==> src/rtl/riscv_enc_pkg.sv <==
// riscv_enc_pkg: shared types for the RV32I instruction encoder.
//   - opcode constants for the supported major opcodes
//   - fmt_e: instruction format selector (ILL for unsupported opcodes)
//   - enc_fields_t: decoded field bundle presented to the encoder
//   - fmt_of_op(): opcode -> format lookup
package riscv_enc_pkg;

  localparam logic [6:0] OP_LOAD   = 7'b0000011;
  localparam logic [6:0] OP_IMM    = 7'b0010011;
  localparam logic [6:0] OP_JALR   = 7'b1100111;
  localparam logic [6:0] OP_STORE  = 7'b0100011;
  localparam logic [6:0] OP_BRANCH = 7'b1100011;
  localparam logic [6:0] OP_JAL    = 7'b1101111;
  localparam logic [6:0] OP_AUIPC  = 7'b0010111;
  localparam logic [6:0] OP_LUI    = 7'b0110111;
  localparam logic [6:0] OP_OP     = 7'b0110011;

  typedef enum logic [2:0] {
    FMT_I   = 3'b000,
    FMT_S   = 3'b001,
    FMT_B   = 3'b010,
    FMT_J   = 3'b011,
    FMT_U   = 3'b100,
    FMT_R   = 3'b101,
    FMT_ILL = 3'b111
  } fmt_e;

  typedef struct packed {
    logic [6:0]  op;
    logic [4:0]  rd;
    logic [4:0]  rs1;
    logic [4:0]  rs2;
    logic [2:0]  funct3;
    logic [6:0]  funct7;
    logic [31:0] imm;
  } enc_fields_t;

  function automatic fmt_e fmt_of_op(input logic [6:0] op);
    case (op)
      OP_LOAD, OP_IMM, OP_JALR: return FMT_I;
      OP_STORE:                 return FMT_S;
      OP_BRANCH:                return FMT_B;
      OP_JAL:                   return FMT_J;
      OP_AUIPC, OP_LUI:         return FMT_U;
      OP_OP:                    return FMT_R;
      default:                  return FMT_ILL;
    endcase
  endfunction

endpackage

==> src/rtl/imm_packer.sv <==
// imm_packer: combinational instruction packer.
//   fmt      in  format selected from the opcode
//   f        in  decoded field bundle
//   word     out packed 32-bit instruction word
//   range_ok out immediate fits the format (always 0 for FMT_ILL)
module imm_packer
  import riscv_enc_pkg::*;
(
  input  fmt_e        fmt,
  input  enc_fields_t f,
  output logic [31:0] word,
  output logic        range_ok
);

  // Immediate is a sign extension of its low bits when the upper slice is uniform.
  logic sx11, sx12, sx20;
  assign sx11 = (&f.imm[31:11]) | ~(|f.imm[31:11]);
  assign sx12 = (&f.imm[31:12]) | ~(|f.imm[31:12]);
  assign sx20 = (&f.imm[31:20]) | ~(|f.imm[31:20]);

  always_comb begin
    word     = '0;
    range_ok = 1'b0;
    case (fmt)
      FMT_I: begin
        word     = {f.imm[11:0], f.rs1, f.funct3, f.rd, f.op};
        range_ok = sx11;
      end
      FMT_S: begin
        word     = {f.imm[11:5], f.rs2, f.rs1, f.funct3, f.imm[4:0], f.op};
        range_ok = sx11;
      end
      FMT_B: begin
        word     = {f.imm[12], f.imm[10:5], f.rs2, f.rs1, f.funct3,
                    f.imm[4:1], f.imm[11], f.op};
        range_ok = sx12 & ~f.imm[0];
      end
      FMT_J: begin
        word     = {f.imm[20], f.imm[10:1], f.imm[11], f.imm[19:12], f.rd, f.op};
        range_ok = sx20 & ~f.imm[0];
      end
      FMT_U: begin
        word     = {f.imm[31:12], f.rd, f.op};
        range_ok = ~(|f.imm[11:0]);
      end
      FMT_R: begin
        word     = {f.funct7, f.rs2, f.rs1, f.funct3, f.rd, f.op};
        range_ok = 1'b1;
      end
      default: begin
        word     = '0;
        range_ok = 1'b0;
      end
    endcase
  end

endmodule

==> src/rtl/instr_encoder.sv <==
// instr_encoder: packs RV32I field bundles into instruction words and
// streams them into instruction memory at sequential word addresses.
//   clk, reset               clock, async active-high reset
//   in_valid/in_ready        field bundle handshake
//   op..imm                  decoded fields
//   addr_clr                 return write pointer/count to initial values
//   mem_we/mem_ready         write strobe (output valid) / memory accept
//   mem_addr/mem_wdata       write byte address / encoded word
//   words_written            saturating completed-write count
//   err/err_op               sticky reject flag / opcode of last reject
module instr_encoder
  import riscv_enc_pkg::*;
#(
  parameter int              ADDR_W    = 32,
  parameter logic [ADDR_W-1:0] BASE_ADDR = '0
) (
  input  logic              clk,
  input  logic              reset,
  input  logic              in_valid,
  output logic              in_ready,
  input  logic [6:0]        op,
  input  logic [4:0]        rd,
  input  logic [4:0]        rs1,
  input  logic [4:0]        rs2,
  input  logic [2:0]        funct3,
  input  logic [6:0]        funct7,
  input  logic [31:0]       imm,
  input  logic              addr_clr,
  output logic              mem_we,
  input  logic              mem_ready,
  output logic [ADDR_W-1:0] mem_addr,
  output logic [31:0]       mem_wdata,
  output logic [15:0]       words_written,
  output logic              err,
  output logic [6:0]        err_op
);

  enc_fields_t f;
  logic [31:0] word;
  logic        range_ok;

  assign f = '{op: op, rd: rd, rs1: rs1, rs2: rs2, funct3: funct3,
               funct7: funct7, imm: imm};

  imm_packer u_pack (
    .fmt      (fmt_of_op(op)),
    .f        (f),
    .word     (word),
    .range_ok (range_ok)
  );

  logic              mem_we_q, mem_we_d;
  logic [31:0]       mem_wdata_q, mem_wdata_d;
  logic [ADDR_W-1:0] mem_addr_q, mem_addr_d;
  logic [15:0]       words_q, words_d;
  logic              err_q, err_d;
  logic [6:0]        err_op_q, err_op_d;

  logic accept, take, reject, complete;

  assign in_ready = !mem_we_q || mem_ready;
  assign accept   = in_valid && in_ready;
  assign take     = accept && range_ok;   // ILL formats never report range_ok
  assign reject   = accept && !range_ok;
  assign complete = mem_we_q && mem_ready;

  always_comb begin
    mem_we_d    = mem_we_q;
    mem_wdata_d = mem_wdata_q;
    mem_addr_d  = mem_addr_q;
    words_d     = words_q;
    err_d       = err_q;
    err_op_d    = err_op_q;

    if (take) begin
      mem_we_d    = 1'b1;
      mem_wdata_d = word;
    end else if (complete) begin
      mem_we_d = 1'b0;
    end

    if (complete) begin
      mem_addr_d = mem_addr_q + ADDR_W'(4);
      words_d    = (words_q == 16'hFFFF) ? words_q : words_q + 16'd1;
    end

    // Clear wins over a same-cycle completion; the pending word itself stays.
    if (addr_clr) begin
      mem_addr_d = BASE_ADDR;
      words_d    = '0;
    end

    if (reject) begin
      err_d    = 1'b1;
      err_op_d = op;
    end
  end

  always_ff @(posedge clk or posedge reset) begin
    if (reset) begin
      mem_we_q    <= 1'b0;
      mem_wdata_q <= '0;
      mem_addr_q  <= BASE_ADDR;
      words_q     <= '0;
      err_q       <= 1'b0;
      err_op_q    <= '0;
    end else begin
      mem_we_q    <= mem_we_d;
      mem_wdata_q <= mem_wdata_d;
      mem_addr_q  <= mem_addr_d;
      words_q     <= words_d;
      err_q       <= err_d;
      err_op_q    <= err_op_d;
    end
  end

  assign mem_we        = mem_we_q;
  assign mem_wdata     = mem_wdata_q;
  assign mem_addr      = mem_addr_q;
  assign words_written = words_q;
  assign err           = err_q;
  assign err_op        = err_op_q;

endmodule

==> config.mk <==
export PLATFORM = sky130hd
export DESIGN_NAME = instr_encoder
export DESIGN_NICKNAME = d
export VERILOG_FILES = /design/src/rtl/riscv_enc_pkg.sv /design/src/rtl/imm_packer.sv /design/src/rtl/instr_encoder.sv
export SDC_FILE = /design/constraint.sdc
export NUM_CORES = 1
export LEC_CHECK = 0
export CAP_MARGIN = 0
export CORE_UTILIZATION = 42
export DETAILED_ROUTE_END_ITERATION = 10
export GPL_TIMING_DRIVEN = 0
export HOLD_SLACK_MARGIN = 0.02
export PLACE_DENSITY_LB_ADDON = 0.12
export SYNTH_ARGS = -nofsm -noshare
export SYNTH_HDL_FRONTEND = slang
export SYNTH_HIERARCHICAL = 1
export SYNTH_SLANG_ARGS = --single-unit
==> constraint.sdc <==
create_clock -name clk -period 2.96 [get_ports clk]
set_clock_uncertainty 0.2 [all_clocks]
set_input_delay 0.592 -clock clk [delete_from_list [all_inputs] [get_ports clk]]
set_output_delay 0.592 -clock clk [all_outputs]
set_load 0.005 [all_outputs]
==> results of run 1 <==
per-stage QoR:
step,hold WS [ns],setup TNS (ns),worst slack [ns],instance area (um2),power (mW)
floorplan,0.265,-1.65,-0.0594,4930,1.41
global placement,0.255,-48.78,-1.31,6670,1.64
detailed placement,0.258,-54.01,-1.44,6710,1.65
CTS,0.279,0,0.000519,7150,2.79
global route,0.297,0,0.0192,7200,2.88
finish,0.278,0,0.0852,7200,2.76
layout by cell type (no fill, tap or decap), drive strengths merged, types with 14 or more instances in the layout:
cell,instances
xnor2,14
clkdlybuf4s50,149
a21oi,21
buf,33
nor2,42
nand4,20
mux2i,14
nand3,22
clkbuf,23
a22oi,22
mux2,42
xor2,23
nand2,24
o21ai,23
dfrtp,87
critical path: cells and delay by family:
| family | cells | cell delay, ns |
|---|---|---|
| compound gates | 3 | 0.59 |
| mux | 2 | 0.54 |
| buf+inv | 7 | 0.88 |
| simple gates | 2 | 0.31 |
registers in the layout, indices dropped and copies added (netlist names):
name           flops
mem_we             1
mem_addr          30
err_op             7
words_written     16
mem_wdata         32
err                1
cell type report:
| type | instances | share of cell area |
|---|---|---|
| clock inverter | 6 | 0.00852 |
| sequential | 87 | 0.302 |
| timing repair buffer | 174 | 0.236 |
| inverter | 7 | 0.00417 |
| buffer | 25 | 0.0262 |
| tap | 143 | 0.0249 |
| clock buffer | 9 | 0.0313 |
| multi-input combinational | 373 | 0.366 |
cell families after synthesis:
logic type,after synthesis,synth area share
AOI/OAI and AO/OA,102,0.135
adders and majority gates,2,0.00508
buffers and inverters,34,0.0376
other,1,0.000762
DFF,87,0.442
xor gates and xnor gates,37,0.0659
and+or+nand+nor,174,0.188
muxes,56,0.125
power by group through the flow:
| stage | Sequential (mW) | Clock (mW) | Combinational, mW |
|---|---|---|---|
| after floorplan | 1.27 | 0 | 0.144 |
| after global placement | 1.27 | 0 | 0.372 |
| after detailed placement | 1.27 | 0 | 0.386 |
| after CTS | 1.25 | 1.15 | 0.400 |
| after global routing | 1.25 | 1.19 | 0.434 |
| final | 1.24 | 1.11 | 0.403 |
repair_timing:
action                                  CTS  global route
endpoints found under the setup margin   41            39
gates resized for setup                  37            13
pin swaps                                 6            10
cloned                                    0             0
buffers inserted                          9             7
worst paths after layout:
check,startpoint,slack (ns),cells past startpoint,endpoint
min in group asynchronous,reset,0.41,2,mem_addr[27]$_DFFE_PP0P_
worst min register to register,err$_DFFE_PP0P_,0.28,1,err$_DFFE_PP0P_
worst max register to register,mem_addr[2]$_DFFE_PP0P_,0.59,6,mem_addr[30]$_DFFE_PP0P_
worst min-delay path,err$_DFFE_PP0P_,0.28,1,err$_DFFE_PP0P_
max in group asynchronous,reset,1.62,3,mem_wdata[14]$_DFFE_PP0P_
worst max-delay path,op[2],0.09,14,mem_wdata[20]$_DFFE_PP0P_
metal layers:
| metal | wire length [um] | vias to the layer above | share of wire |
|---|---|---|---|
| met3 | 938 | 23 | 0.065 |
| met1 | 6670 | 2244 | 0.46 |
| met2 | 6580 | 169 | 0.45 |
| li1 | - | 2190 | - |
| met4 | 298 | 0 | 0.021 |
| met5 | 0 | - | 0 |
==> results.md, run 1 <==
- The number of enable flip-flop cells after synthesis is 0.
- The H-tree generated during clock tree synthesis spans 3 levels.
- The measured slew at the worst slew-check pin is 0.842 ns.
- For this design, the CTS-stage hold fixing added 0 buffers.
- For this run, the number of Yosys warnings is 6.
- The routed via count is 4626.
- The standard cell with the maximum stage delay on the critical path is sky130_fd_sc_hd__mux2_2.
- The clock share of power is 0.403.
- Power spread over the standard cell area amounts to 383 mW/mm2.
- The sequential fraction of the synthesis area is 0.442.
- For this block, the initial DRC count from the detailed router was 321.
- The first-pass GRT wire length is 23100 um.
- Counting instances in the post-synthesis netlist gives the leading cell types as sky130_fd_sc_hd__dfrtp_1 (87), sky130_fd_sc_hd__mux2_2 (41), sky130_fd_sc_hd__nor2_1 (41).
- The antenna diode instance count is 0.
- The synthesized netlist contains 52 unique library cells.
- The worst-case headroom to the max-slew limit is 0.434.
- The routed design has 14500 um of wire.
- After floorplanning, the core was divided into 39 placement rows.
- The max-cap check violation count is 0.
- The mapped netlist covers 0.00492 mm2.
- Summing all flip-flop and latch instances after layout gives 0.00218 mm2.
- The total overflow left after global routing is 0.
- In this run the remaining antenna-violating nets after routing total 0.
- Setup repair after global routing left no endpoint under its margin.
- The footprint of the multi-input gates is 0.00264 mm2.
- The run finished with clean final reports.
- The share of total power dissipated in sequential elements is 0.451.
- Using the TritonRoute via totals, the vias-per-cell ratio works out to 5.61.
- The clock-pin transition on the worst setup and hold timing paths is 0.06 ns.
- The die span in x is 110 um.
- The net switching component of the power is 657 uW.
- The first-pass iteration count of the detailed router is 5.
- The clock latency on the worst-skew pair is 0.34 ns.
- For this run, the total global-route usage over all layers was measured as 0.249.
- The post-synthesis cell type with the largest combined area is sky130_fd_sc_hd__dfrtp_1.
- The area growth from synthesis to layout is 46.3%.
- The number of top-level pins is 159.
- Buffers inserted during clock tree synthesis total 9.
- The net count reported at finish is 748.
- The post-DP HPWL is 10700 um.
- The placed instance count is 795.
- After synthesis the netlist holds a flip-flop and latch count of 87.
- The filler cell count in the final layout is 999.
- The final hold violation count came to 0.
- The detailed-route DRC error count is 0.
- The switching power as a share of total power is 0.238.
- The largest vdd supply drop is 0.283 mV.
- Setup violations remaining at the end of the flow were counted as 0.
- The global-route track usage on met2 is 0.382.
- The worst setup path is captured at a register.
- The worst path needs 2.87 ns of the cycle, external delays included.
- The data arrival time of the critical path is 2.89 ns.
- The share of total power dissipated in combinational logic is 0.146.
- The count of final max-slew check failures came to 0.
- The proportion of synthesized flip-flops having asynchronous set or reset is 1.00.
- The critical path launch point type is a primary input.
- Routability-driven placement finished with a final weighted congestion of 0.897.
- The number of antenna violations at the first check in global routing came to 0.
- The cell internal power dissipation is 2.10 mW.
- Timing would allow up to 0.348 GHz.
- The via count of the first global-routing pass was 4627.
- The fraction of final layout cells sized beyond drive strength 1 is 0.172.
- Averaged over all synthesized cells, the footprint is 9.98 um2.
- The signal on the critical path passes through clkbuf_2 -> nor2b_2 -> o32ai_2 -> nand2_2 -> buf_4 -> buf_4 -> buf_4 -> buf_4 -> buf_4 -> buf_4 -> mux2_2 -> a22oi_1 -> o22ai_1 -> mux2_2.
- Sorting the synthesized cells by area gives the leading types as sky130_fd_sc_hd__dfrtp_1 (44%), sky130_fd_sc_hd__mux2_2 (9.4%), sky130_fd_sc_hd__xor2_1 (4.1%).
- In this run the tool buffered the top-level ports with 156 buffer cells.
- The most frequent cell after synthesis is sky130_fd_sc_hd__dfrtp_1.
- TritonCTS built the clock tree.
- The class of the most critical setup path is primary input to register.
- The die is 110 um tall.
- The leakage power is 3.07 nW.
- The type of the worst min-delay path is register to register.
- After the flow finishes, the layout carries non-filler instances totaling 824.
- In this run the most used layer during global routing was met2.
- CTS placed an instance of sky130_fd_sc_hd__clkbuf_16 at the clock tree root.
- In the global route stage, met3 resource usage came out at 0.0517.
- The maximum number of pins on one net before global-route repair is 42.
- The initial standard-cell utilization of the core is 0.431.
- Once layout is complete, the utilization of the core stands at 0.630.
- The largest fanout on the critical path is 5.
- No sink is reached through more buffers than the 2 on the longest clock path.
- The final period utilization is 0.971.
- Data on the critical path is required at its endpoint by 2.98 ns.
- The number of instances in the synthesized netlist is 493.
- The met1 capacity usage during global routing is 0.347.
- The count of clock tree sinks is 87.
- The largest stage delay on the critical path is 0.28 ns.
- The mean routed wirelength per cell is 17.6 um.
- The leading register cell type out of synthesis is sky130_fd_sc_hd__dfrtp_1.
- Of the post-synthesis cell area, the dominant cell type holds 0.442.
- The die covers 0.0122 mm2.
- The most frequent cell on the critical path is sky130_fd_sc_hd__buf_4.
- The core region is 0.0114 mm2.
Power figures use the tool's default switching activity.
==> run 2: changes to the inputs <==
--- a/config.mk
+++ b/config.mk
@@ -11,6 +11,7 @@
 export GPL_TIMING_DRIVEN = 0
 export HOLD_SLACK_MARGIN = 0.02
 export PLACE_DENSITY_LB_ADDON = 0.12
+export SKIP_CTS_REPAIR_TIMING = 1
 export SYNTH_ARGS = -nofsm -noshare
 export SYNTH_HDL_FRONTEND = slang
 export SYNTH_HIERARCHICAL = 1
==> run 2 against run 1 <==
Critical path depth shrank 11. Worst hold slack about the same. Sequential share of layout area is essentially flat. Final cell count shrank 0.73%. Register-to-register slack hardly changed. Highest routed layer unchanged.
==> results.md, run 2 (same netlist as run 1, synthesis figures left out) <==
- The commonest non-fill, non-tap cell in the layout is sky130_fd_sc_hd__clkdlybuf4s50_1.
- The count of final max-slew check failures is 0 (unchanged).
- The die span in x was 110 um (unchanged).
- The critical path in this run is classified as primary input to output pin.
- The first-pass GRT wire length is 22600 um (-2.3%).
- The number of antenna violations at the first check in global routing is 0 (unchanged).
- The antenna diode instance count is 0 (unchanged).
- The number of cell rows was 39 (unchanged).
- The area of the die was 0.0122 mm2 (unchanged).
- The number of top-level pins came to 159 (unchanged).
- The flip-flop count of the largest register, all copies and words added is 32 (unchanged).
- The final worst slack is 0.0926 ns (+0.00743 ns).
- The final period utilization is 0.969 (-0.00251).
- The worst setup timing slack at the placement stage is -1.44 ns (unchanged).
- The post-layout minimum cycle time was 2.87 ns (-0.00744 ns).
- The type of the worst min-delay path is register to register.
- The critical path goes through clkdlybuf4s50_1 -> nand2b_1 -> clkdlybuf4s50_1.
- The global route total overflow is 0 (unchanged).
- The count of buffers from port buffering came to 156 (unchanged).
- The number of CTS-inserted buffers was 9 (unchanged).
- The total routing resource utilization after global routing is 0.243 (-0.00608).
- TritonCTS built the clock tree.
- The power after layout is 2.76 mW (about the same).
- The count of clock tree sinks is 87 (unchanged).
- The worst-case headroom to the max-slew limit is 0.434 (about the same).
- The nature of the critical path endpoint is an output pin.
- The routed via count came to 4597 (-0.63%).
- The post-DP HPWL is 10700 um (unchanged).
- The depth of the CTS H-tree is 3 (unchanged).
- The leakage power is 3.07 nW (-0.18%).
- The data required time at the worst endpoint came to 2.17 ns (-0.81 ns).
- The fraction of final layout cells sized beyond drive strength 1 is 0.164 (-0.00736).
- The critical path launch point type is a primary input.
- The utilization after layout is 0.630 (about the same).
- The measured slew at the worst slew-check pin came to 0.837 ns (-0.00444 ns).
- The mean routed wirelength per cell is 17.9 um (+1.8%).
- The post-detailed-placement cell area was 0.00671 mm2 (unchanged).
- The ratio of total power to cell area is 384 mW/mm2 (about the same).
- The worst-case clock buffer depth came to 2 (unchanged).
- The worst hold margin is 0.278 ns (+0.0000140 ns).
- The count of endpoints failing setup in the final report is 0 (unchanged).
- The detailed-route vias per instance is 5.62 (+0.10%).
- The signed area change from the synthesized netlist to the final layout is 46.2% (about the same).
- The net count reported at finish is 742 (-0.80%).
- The data arrival time of the critical path is 2.08 ns (-0.81 ns).
- The clock-pin transition on the worst setup and hold timing paths was 0.06 ns (about the same).
- The routed wire length is 14600 um (+1.0%).
- The most frequent cell on the critical path is sky130_fd_sc_hd__clkdlybuf4s50_1.
- Among all stages on the critical path, the largest delay is contributed by sky130_fd_sc_hd__clkdlybuf4s50_1.
- The final design instance area without fill came to 0.00719 mm2 (about the same).
- The peak clock frequency supported by timing is 0.349 GHz (+0.26%).
- The final instance count without filler cells is 818 (-0.73%).
- Leaving out fill and tap cells, the most frequent cells in the layout are sky130_fd_sc_hd__clkdlybuf4s50_1 (149), sky130_fd_sc_hd__dfrtp_1 (87), sky130_fd_sc_hd__mux2_2 (41).
- The largest fanout on the critical path was 6 (+1).
- The detailed-route DRC error count is 0 (unchanged).
- The final hold violation count is 0 (unchanged).
- The weighted congestion reported at the end of routability-driven placement is 0.897 (unchanged).
- The initial standard-cell utilization of the core came to 0.431 (unchanged).
- The first-iteration detailed-routing DRC count is 273 (-15%).
- The largest stage delay on the critical path is 0.62 ns (+0.34 ns).
- The final antenna-violating net count is 0 (unchanged).
- The via count of the first global-routing pass is 4537 (-1.9%).
- The maximum number of pins on one net before global-route repair came to 42 (unchanged).
- The clock latency on the worst-skew pair was 0.34 ns (about the same).
- The placeable core region is 0.0114 mm2 (unchanged).
- The placed instance count came to 795 (unchanged).
- The die extent in y was 110 um (unchanged).
- The filler cell count in the final layout is 998 (-0.10%).
- The first-pass iteration count of the detailed router is 4 (-1).
- The root buffer cell chosen for the clock tree is sky130_fd_sc_hd__clkbuf_16.
- The run finished with clean final reports.
- The largest vdd supply drop is 0.283 mV (-0.11%).
- The final setup TNS is 0 ns (unchanged).
- The max-cap check violation count is 0 (unchanged).
run 2: changes by cell type in the layout (fill, tap and decap cells not counted), sizes merged:
cell          before  now
dlygate4sd2        2    0
clkbuf            23   24
dlymetal6s2s       1    4
buf               33   25
run 2: final timing paths:
check / from / end / slack [ns] / cells past startpoint
setup / recovery: mem_ready / in_ready / 0.09 / 3
hold / removal: err$_DFFE_PP0P_ / err$_DFFE_PP0P_ / 0.28 / 1
setup reg to reg: mem_addr[2]$_DFFE_PP0P_ / mem_addr[30]$_DFFE_PP0P_ / 0.60 / 6
hold reg to reg: err$_DFFE_PP0P_ / err$_DFFE_PP0P_ / 0.28 / 1
max in group asynchronous: reset / mem_wdata[14]$_DFFE_PP0P_ / 1.62 / 3
min in group asynchronous: reset / mem_addr[27]$_DFFE_PP0P_ / 0.41 / 2
run 2: layout make-up:
cell class | count | area, um2 | share of cell area
Clock inverter | 6 | 61.3 | 0.00852
Timing Repair Buffer | 167 | 1680 | 0.234
Clock buffer | 9 | 225 | 0.0313
Sequential cell | 87 | 2180 | 0.303
Buffer | 26 | 194 | 0.0270
Multi-Input combinational cell | 373 | 2650 | 0.368
Tap cell | 143 | 179 | 0.0249
Inverter | 7 | 30.0 | 0.00417
run 2: power by group:
group / leakage, nW / internal [mW] / total (mW) / switching, mW
clock: 0.141 / 0.648 / 1.11 / 0.463
sequential: 1.19 / 1.23 / 1.24 / 0.0196
combinational: 1.74 / 0.229 / 0.404 / 0.175
total: 3.07 / 2.10 / 2.76 / 0.658
run 2: critical path: cells and delay by family:
kind | cells | cell delay, ns
AND/OR/NAND/NOR | 1 | 0.29
buffers and inverters | 2 | 1.19
run 2: per-layer routing:
metal	wire, um	track usage	vias up
met2	6680	0.370	141
li1	-	-	2177
met4	289	0.0930	0
met5	0	0	-
met3	795	0.0476	19
met1	6880	0.342	2260
==> run 3: changes to the inputs <==
--- a/config.mk
+++ b/config.mk
@@ -7,8 +7,8 @@
 export LEC_CHECK = 0
 export CAP_MARGIN = 0
 export CORE_UTILIZATION = 42
+export CTS_CLUSTER_SIZE = 12
 export DETAILED_ROUTE_END_ITERATION = 10
-export GPL_TIMING_DRIVEN = 0
 export HOLD_SLACK_MARGIN = 0.02
 export PLACE_DENSITY_LB_ADDON = 0.12
 export SKIP_CTS_REPAIR_TIMING = 1
==> run 3 against run 2 <==
Utilization grew 1.3 points. Clock power grew 9.9%. Cell area grew 2.1%. Critical path type is now primary input to register. Largest power group unchanged. Maximum frequency shrank 0.61%.
==> results.md, run 3 (same netlist as run 1, synthesis figures left out) <==
- The met3 track demand over resource in global routing is 0.0541 (+0.00647).
- The die span in x came to 110 um (unchanged).
- The class of the most critical setup path is primary input to register.
- STA classifies the critical path endpoint as a register.
- The placeable core region is 0.0114 mm2 (unchanged).
- The tree is rooted in a sky130_fd_sc_hd__clkbuf_16.
- The first-pass GRT wire length is 21800 um (-3.4%).
- The cell depth of the worst min-delay path is 1 (unchanged).
- The flow ran to the end, and the final reports show no timing, DRC or antenna violations.
- The detailed-route DRC error count was 0 (unchanged).
- The final setup TNS was 0 ns (unchanged).
- The largest fanout on the critical path came to 8 (+2).
- The flip-flop count of the largest register, all copies and words added is 32 (unchanged).
- The final design instance area without fill is 0.00734 mm2 (+2.1%).
- The data required time at the worst endpoint came to 2.98 ns (+0.81 ns).
- The first-pass iteration count of the detailed router is 5 (+1).
- The count of final max-slew check failures is 0 (unchanged).
- The count of cell instances traversed by the critical path came to 11 (+8).
- The post-DP HPWL was 10400 um (-2.6%).
- The number of top-level pins is 159 (unchanged).
- In the layout the commonest cells are sky130_fd_sc_hd__clkdlybuf4s50_1 (151), sky130_fd_sc_hd__dfrtp_1 (87), sky130_fd_sc_hd__mux2_2 (41).
- The number of cell rows came to 39 (unchanged).
- The met1 capacity usage during global routing came to 0.320 (-0.0221).
- The routed via count is 4616 (+0.41%).
- The mean routed wirelength per cell was 17.8 um (-0.75%).
- The worst setup timing slack at the placement stage is -0.642 ns (+0.795 ns).
- The total routing resource utilization after global routing was 0.235 (-0.00867).
- The worst-case clock buffer depth came to 2 (unchanged).
- The largest stage delay on the critical path is 0.51 ns (-0.11 ns).
- TritonCTS built the clock tree.
- The number of CTS-inserted buffers came to 9 (unchanged).
- The final worst slack is 0.0749 ns (-0.0177 ns).
- The depth of the CTS H-tree is 3 (unchanged).
- The number of antenna violations at the first check in global routing is 0 (unchanged).
- The final antenna-violating net count is 0 (unchanged).
- The peak clock frequency supported by timing is 0.347 GHz (-0.61%).
- The standard cell with the maximum stage delay on the critical path is sky130_fd_sc_hd__clkdlybuf4s50_1.
- The max-cap check violation count is 0 (unchanged).
- The die extent in y is 110 um (unchanged).
- The worst hold margin is 0.298 ns (+0.0205 ns).
- The largest vdd supply drop is 0.236 mV (-16%).
- The power after layout is 2.88 mW (+4.5%).
- The placed instance count came to 805 (+1.3%).
- Compared with the post-synthesis result, the final layout area differs by 49.2%.
- The sum of buffers and inverters on the critical path came to 3 (+1).
- The antenna diode instance count is 0 (unchanged).
- The initial standard-cell utilization of the core was 0.431 (unchanged).
- The final period utilization is 0.975 (+0.00599).
- The final instance count without filler cells is 824 (+0.73%).
- The type of the worst min-delay path is register to register.
- The detailed-route vias per instance is 5.60 (-0.32%).
- The post-layout minimum cycle time came to 2.89 ns (+0.0177 ns).
- The ratio of total power to cell area is 393 mW/mm2 (+2.4%).
- The area of the die is 0.0122 mm2 (unchanged).
- The filler cell count in the final layout is 961 (-3.7%).
- The utilization after layout is 0.643 (+0.0129).
- The post-detailed-placement cell area is 0.00684 mm2 (+1.9%).
- The global route total overflow is 0 (unchanged).
- The count of endpoints failing setup in the final report is 0 (unchanged).
- The weighted congestion reported at the end of routability-driven placement is 0.896 (-0.17%).
- The net count reported at finish was 747 (+0.67%).
- The count of clock tree sinks came to 87 (unchanged).
- The first-iteration detailed-routing DRC count is 369 (+35%).
- The data arrival time of the critical path is 2.91 ns (+0.83 ns).
- met2 is the most crowded layer.
- The count of buffers from port buffering was 156 (unchanged).
- On the critical path the largest part of the delay comes from buffers and inverters.
- Leaving out fill and tap cells, the most frequent cell in the layout is sky130_fd_sc_hd__clkdlybuf4s50_1.
- The clock latency on the worst-skew pair is 0.34 ns (about the same).
- The clock-pin transition on the worst setup and hold timing paths is 0.06 ns (about the same).
- The leakage power is 3.15 nW (+2.8%).
- The final hold violation count came to 0 (unchanged).
- The global-route track usage on met2 came to 0.364 (-0.00621).
- Traced cell by cell, the critical path runs through clkdlybuf4s50_1 -> nand2_1 -> nor2_1 -> o21ai_4 -> nand2b_1 -> a31oi_1 -> o21ai_2 -> buf_4 -> nor2_4 -> buf_12 -> mux2_2.
- STA classifies the critical path startpoint as a primary input.
- The routed wire length is 14600 um (about the same).
- The via count of the first global-routing pass came to 4410 (-2.8%).
- The fraction of final layout cells sized beyond drive strength 1 is 0.176 (+0.0118).
- The number of cells on the worst reg-to-reg path came to 5 (-1).
- The maximum number of pins on one net before global-route repair is 88 (+110%).
-- run 3: worst paths after layout --
kind,start,slack [ns],end
max in group asynchronous,reset,1.66,mem_wdata[15]$_DFFE_PP0P_
setup / recovery,op[0],0.07,err_op[3]$_DFFE_PP0P_
hold reg to reg,err$_DFFE_PP0P_,0.30,err$_DFFE_PP0P_
setup reg to reg,words_written[3]$_DFFE_PP0P_,0.58,words_written[0]$_DFFE_PP0P_
hold / removal,err$_DFFE_PP0P_,0.30,err$_DFFE_PP0P_
min in group asynchronous,reset,0.54,mem_addr[30]$_DFFE_PP0P_
-- run 3: power by group --
part	internal, mW	total (mW)	leakage [nW]	switching, mW
Combinational	0.245	0.419	1.81	0.175
Sequential	1.23	1.25	1.19	0.0207
Clock	0.742	1.22	0.150	0.477
-- run 3: layout make-up --
cell class	count	area, um2	area share
flip-flops and latches	87	2180	0.297
clock buffers	11	233	0.0317
well taps	143	179	0.0244
inverters	7	30.0	0.00409
multi-input cells	373	2670	0.364
clock inverters	5	81.3	0.0111
repair buffers	198	1970	0.268
-- run 3: metal layers --
metal	wire length, um	vias up	part of all wire
met2	6780	168	0.46
met1	6550	2237	0.45
li1	-	2184	-
met5	0	-	0
met4	286	0	0.020
met3	1030	27	0.070
-- run 3: worst reg2reg max path: cells and delay by family, from the launching register on --
| family | cells | cell delay, ns |
|---|---|---|
| DFF | 1 | 0.44 |
| muxes | 1 | 0.27 |
| and+or+nand+nor | 4 | 1.37 |
